--- src/rtl/flag_oracle.sv ---
// flag_oracle: sequential responder for the per-byte flag-guess protocol.
// Accepts (index, guess) requests, answers match/no-match over a
// valid/ready response channel and keeps a sticky mask of solved bytes.
// Optional feature: define ORACLE_LOCKOUT_EN to lock out the requester for
// LOCKOUT_CYCLES cycles after LOCKOUT_THRESH consecutive wrong guesses.
module flag_oracle #(
    parameter int unsigned            FLAG_LEN       = 32,
    parameter int unsigned            IDX_W          = 5,
    parameter logic [8*FLAG_LEN-1:0]  FLAG           = "DUCTF{test_flag_0123456789abcde}",
    parameter int unsigned            LOCKOUT_THRESH = 16,
    parameter int unsigned            LOCKOUT_CYCLES = 64
) (
    input  logic                clk,
    input  logic                rst,
    input  logic                req_valid,
    output logic                req_ready,
    input  logic [IDX_W-1:0]    req_idx,
    input  logic [7:0]          req_guess,
    output logic                rsp_valid,
    input  logic                rsp_ready,
    output logic [IDX_W-1:0]    rsp_idx,
    output logic [7:0]          rsp_guess,
    output logic                rsp_match,
    output logic [FLAG_LEN-1:0] solved_mask,
    output logic                all_solved,
    output logic                locked
);

`ifdef ORACLE_LOCKOUT_EN
    localparam int unsigned MISS_W = $clog2(LOCKOUT_THRESH + 1);
    localparam int unsigned LOCK_W = $clog2(LOCKOUT_CYCLES + 1);
`endif

    typedef enum logic [1:0] {
        S_IDLE = 2'd0,
        S_CMP  = 2'd1,
        S_RSP  = 2'd2
`ifdef ORACLE_LOCKOUT_EN
        ,
        S_LOCK = 2'd3
`endif
    } state_t;

    state_t                r_state;
    logic                  r_req_ready;
    logic                  r_rsp_valid;
    logic [IDX_W-1:0]      r_rsp_idx;
    logic [7:0]            r_rsp_guess;
    logic                  r_rsp_match;
    logic [FLAG_LEN-1:0]   r_solved_mask;

    logic [FLAG_LEN-1:0]   w_idx_hot;
    logic [FLAG_LEN-1:0]   w_hit;
    logic                  w_match;

`ifdef ORACLE_LOCKOUT_EN
    logic                  r_locked;
    logic [MISS_W-1:0]     r_miss_cnt;
    logic [LOCK_W-1:0]     r_lock_cnt;
    logic [MISS_W-1:0]     w_miss_next;
`endif

    // Reject illegal parameterisations at elaboration time
    if (FLAG_LEN < 1 || FLAG_LEN > (1 << IDX_W) || LOCKOUT_THRESH < 1 || LOCKOUT_CYCLES < 1) begin : g_param_check
        $error("flag_oracle: illegal parameter value");
    end

    // Per-byte decode of the latched index and compare against the constant flag byte;
    // indices with no flag byte decode to no hit and therefore never match
    for (genvar g = 0; g < int'(FLAG_LEN); g++) begin : g_byte
        assign w_idx_hot[g] = (r_rsp_idx == IDX_W'(g));
        assign w_hit[g]     = w_idx_hot[g] && (r_rsp_guess == FLAG[8*(int'(FLAG_LEN)-1-g) +: 8]);
    end

    assign w_match = |w_hit;

`ifdef ORACLE_LOCKOUT_EN
    // Saturating increment of the consecutive-miss count
    assign w_miss_next = (r_miss_cnt == MISS_W'(LOCKOUT_THRESH)) ? r_miss_cnt
                                                                 : r_miss_cnt + MISS_W'(1);
`endif

    // Protocol FSM with registered handshake, response and status outputs
    always_ff @(posedge clk or posedge rst) begin
        if (rst) begin
            r_state       <= S_IDLE;
            r_req_ready   <= 1'b1;
            r_rsp_valid   <= 1'b0;
            r_rsp_idx     <= '0;
            r_rsp_guess   <= '0;
            r_rsp_match   <= 1'b0;
            r_solved_mask <= '0;
`ifdef ORACLE_LOCKOUT_EN
            r_locked      <= 1'b0;
            r_miss_cnt    <= '0;
            r_lock_cnt    <= '0;
`endif
        end else begin
            case (r_state)
                S_IDLE: begin
                    if (req_valid && r_req_ready) begin
                        r_rsp_idx   <= req_idx;
                        r_rsp_guess <= req_guess;
                        r_req_ready <= 1'b0;
                        r_state     <= S_CMP;
                    end
                end
                S_CMP: begin
                    r_rsp_match <= w_match;
                    r_rsp_valid <= 1'b1;
                    r_state     <= S_RSP;
                end
                S_RSP: begin
                    if (rsp_ready) begin
                        r_rsp_valid <= 1'b0;
                        if (r_rsp_match) begin
                            r_solved_mask <= r_solved_mask | w_idx_hot;
                        end
`ifdef ORACLE_LOCKOUT_EN
                        r_miss_cnt <= r_rsp_match ? '0 : w_miss_next;
                        if (!r_rsp_match && (w_miss_next == MISS_W'(LOCKOUT_THRESH))) begin
                            r_state    <= S_LOCK;
                            r_locked   <= 1'b1;
                            r_lock_cnt <= LOCK_W'(LOCKOUT_CYCLES);
                        end else begin
                            r_state     <= S_IDLE;
                            r_req_ready <= 1'b1;
                        end
`else
                        r_state     <= S_IDLE;
                        r_req_ready <= 1'b1;
`endif
                    end
                end
`ifdef ORACLE_LOCKOUT_EN
                S_LOCK: begin
                    if (r_lock_cnt == LOCK_W'(1)) begin
                        r_state     <= S_IDLE;
                        r_locked    <= 1'b0;
                        r_req_ready <= 1'b1;
                        r_miss_cnt  <= '0;
                    end else begin
                        r_lock_cnt <= r_lock_cnt - LOCK_W'(1);
                    end
                end
`endif
                default: begin
                    r_state     <= S_IDLE;
                    r_req_ready <= 1'b1;
                    r_rsp_valid <= 1'b0;
                end
            endcase
        end
    end

    assign req_ready   = r_req_ready;
    assign rsp_valid   = r_rsp_valid;
    assign rsp_idx     = r_rsp_idx;
    assign rsp_guess   = r_rsp_guess;
    assign rsp_match   = r_rsp_match;
    assign solved_mask = r_solved_mask;
    assign all_solved  = &r_solved_mask;
`ifdef ORACLE_LOCKOUT_EN
    assign locked      = r_locked;
`else
    assign locked      = 1'b0;
`endif

endmodule

--- config.mk ---
export PLATFORM = sky130hd
export DESIGN_NAME = flag_oracle
export DESIGN_NICKNAME = d
export VERILOG_FILES = /design/src/rtl/flag_oracle.sv
export SDC_FILE = /design/constraint.sdc
export NUM_CORES = 1
export LEC_CHECK = 0
export ABC_AREA = 1
export BUFFER_PORTS_ARGS = -buffer_cell sky130_fd_sc_hd__buf_2
export CAP_MARGIN = 20
export CORE_MARGIN = 3
export CORE_UTILIZATION = 35
export CTS_BUF_LIST = sky130_fd_sc_hd__clkbuf_2
export DETAILED_ROUTE_END_ITERATION = 10
export GPL_TIMING_DRIVEN = 1
export PLACE_DENSITY_LB_ADDON = 0.25
export SKIP_LAST_GASP = 1
export SYNTH_ARGS = -nofsm -noshare
export SYNTH_HDL_FRONTEND = slang
export SYNTH_SLANG_ARGS = --single-unit
--- constraint.sdc ---
create_clock -name clk -period 3.8 [get_ports clk]
set_clock_uncertainty 0.2 [all_clocks]
set_input_delay 0.19 -clock clk [delete_from_list [all_inputs] [get_ports clk]]
set_output_delay 0.19 -clock clk [all_outputs]
set_load 0.01 [all_outputs]
==> metrics <==
largest family of logic cells by synthesized area=simple AND/OR/NAND/NOR gates; Hold Fails Final Rpt=0; Final setup viols=0; clk sink count=50; Post-synth ARST share=1.00; WP data arrival=2.45 ns; clock buffer depth=2; Total Wirelength=7750 µm; gr ovfl total=0; via count of the first global-routing pass=2558; Stages on worst setup path=6; post-cts resize count=0; Rel. slew slack=0.554; CTS tree=built; ys flop type=dfrtp_1; number of flops mapped to enable cells by yosys=0; largest net degree at the start of global routing=51; Antenna Nets Post-Route=0; CTS H-tree depth=2; Hold Path Class=primary input to async pin; Crit path max-delay family=buffers and inverters; DR DRC count=0; total chip power=0.00166 W; Post-Synth XOR/XNOR Area=0; RD Place Congestion=0.931; Yosys reg bits=50; Post-synth top cells=nand2_1 (108), nor2_1 (84), inv_1 (54), dfrtp_1 (49), o21bai_1 (24); sequential cell area fraction in the yosys report=0.464; Area Overhead vs Synth=23.2%; sum of negative setup slack=0 ns; Leak=1.68 nW; Initial DRC Count=122; core region area=7370 µm²; first-pass GRT wire length=12900 µm; unique cell type count in the Yosys netlist=23; Final Slew Violations=0; Worst-path clk slew=0.24 ns; Post-Synthesis Cells=380; most common cell in the netlist=nand2_1; Antenna Cells=0; CP Data Required Time=3.94 ns; Synth top area share=0.454; CP Buf/Inv Count=2; Warnings, synthesis=0; Worst IR Drop VDD=0.281 mV; Post-Place Cell Area=3100 µm²; routed via count=2628; fraction of layout cells with a size suffix above 1=0.178; kind of critical path=register to register; CP Cell Sequence=nor2_1, nand3_1, clkinv_1, nand2_1, nand2_1, dlygate4sd3_1; status=finished, final reports clean; I/O pins=67; cell accounting for the most synthesized area=dfrtp_1; Via-to-Cell Ratio=4.69; CP peak stage delay=0.56 ns; FF-to-FF path depth=6; Syn Area/Cell=7.10 µm²; Post-Layout Cell Count=560; row count=31; Avg WL per Cell=13.8 µm; CP most frequent cell=nand2_1; Post-Syn Nets=397; Power Density=500 nW/µm²; Tcrit/Tclk final=0.608; Core Util, Final=0.451; adder and majority gate portion of the synthesized area=0; port bufs=65; Synth Area in Simple Gates=0.322; Skew-Pair Late Insertion Delay=0.42 ns; Starting Density=0.366; initial antenna violation count=0; die height=93.8 µm; CP endpoint kind=register; RSZ-0062 raised after global routing=no; layout net count=477; Worst setup SP type=register; largest cells by area after synthesis=dfrtp_1 (45%), nand2_1 (15%), nor2_1 (12%), inv_1 (7.5%), o21bai_1 (6.7%); Root Driver=clkbuf_2; Compound-Gate Fraction of Synth Area=0.112; hpwl dp=5850 µm; DRT Pass-1 Iters=4; placed cell count=535; mux cell area share after synthesis=0; Horiz. Die Dim=93.8 µm; largest fanout on the critical path=27; total CTS buffers=5; slew of the pin with the lowest slew margin=0.665 ns; crit path max-delay cell type=dlygate4sd3_1; fin crit period=2.31 ns; mapped cell area=2700 µm²; GR Util All Layers=0.187; post-layout instance area=3320 µm²; DIE AREA=8800 µm²; Max Fclk=0.433 GHz; Max-cap violations=0
-- power breakdown --
part | leakage [nW] | switching, W | total [W] | internal [W]
sequential | 0.628 | 0.000131 | 0.000760 | 0.000629
combinational | 1.02 | 0.000484 | 0.000689 | 0.000205
clock | 0.0327 | 0.000167 | 0.000213 | 0.0000463
total | 1.68 | 0.000781 | 0.00166 | 0.000880
-- per-stage QoR --
step / worst slack [ns] / hold slack (ns)
global placement: 1.96 / 0.197
global route: 1.30 / 0.147
finish: 1.49 / 0.121
detailed placement: 1.83 / 0.205
CTS: 1.51 / 0.163
floorplan: 2.21 / 0.0996
-- per-layer routing --
layer	GRT usage	up-vias	wire, µm
met5	0	-	0
met4	0.0409	0	82
met3	0.0288	8	328
met2	0.317	59	3650
met1	0.251	1234	3680
li1	-	1327	-
-- path summary, 6_finish.rpt --
kind	startpoint	end	slack (ns)
max reg2reg	r_state[1]	rsp_guess[7]	1.49
max	r_state[1]	rsp_guess[7]	1.49
min in group clk	req_valid	req_ready	0.18
min	rst	rsp_guess[0]	0.12
min reg2reg	solved_mask[21]	solved_mask[21]	0.31
max in group asynchronous	rst	solved_mask[15]	2.74
-- layout make-up --
cell class                      count  area, µm²
Inverter                           56        213
Fill cell                         793       4050
Clock inverter                      2       10.0
Tap cell                           99        124
Multi-Input combinational cell    264       1170
Clock buffer                        6       30.0
Timing Repair Buffer               83        520
Sequential cell                    50       1250
-- flip-flops by register name (all words and copies together) (netlist names) --
signal / count
r_state: 2
req_ready: 1
rsp_guess: 8
rsp_idx: 5
rsp_match: 1
rsp_valid: 1
solved_mask: 32
-- cells in the final DEF (no fill, tap or decap) --
cell type | synthesis | final
nand2_1 | 108 | 108
nor2_1 | 84 | 84
buf_2 | 2 | 65
inv_1 | 54 | 53
dfrtp_1 | 49 | 49
o21bai_1 | 24 | 24
o21ai_0 | 17 | 17
dlygate4sd3_1 | 0 | 16
nor3_1 | 9 | 9
nand4_1 | 7 | 7
clkbuf_2 | 0 | 6
o31ai_1 | 5 | 5
nand3_1 | 2 | 2
nor4_1 | 2 | 2
nor2_2 | 2 | 2
clkinv_2 | 0 | 2
clkinv_1 | 1 | 1
inv_4 | 1 | 1
or4_1 | 1 | 1
inv_2 | 0 | 1
nor3_2 | 1 | 1
nand2_2 | 1 | 1
conb_1 | 1 | 1
buf_16 | 0 | 1
buf_4 | 1 | 1
dfstp_2 | 1 | 1
-- cells by family (layout without fill, tap and decap cells) --
group | count (synthesis) | in the layout
buf+inv | 66 | 147
compound gates | 46 | 46
simple gates | 217 | 217
flops | 50 | 50
other cells | 1 | 1
-- worst min-delay path, delay by kind of cell --
family	cells	cell delay, ns
buf+inv	3	1.06
-- repair_timing --
action,in CTS,in global routing
endpoints found under the hold margin,65,0
hold buffers,16,0
buffers inserted,0,0
No activity file was read; power rests on OpenSTA's default activity.
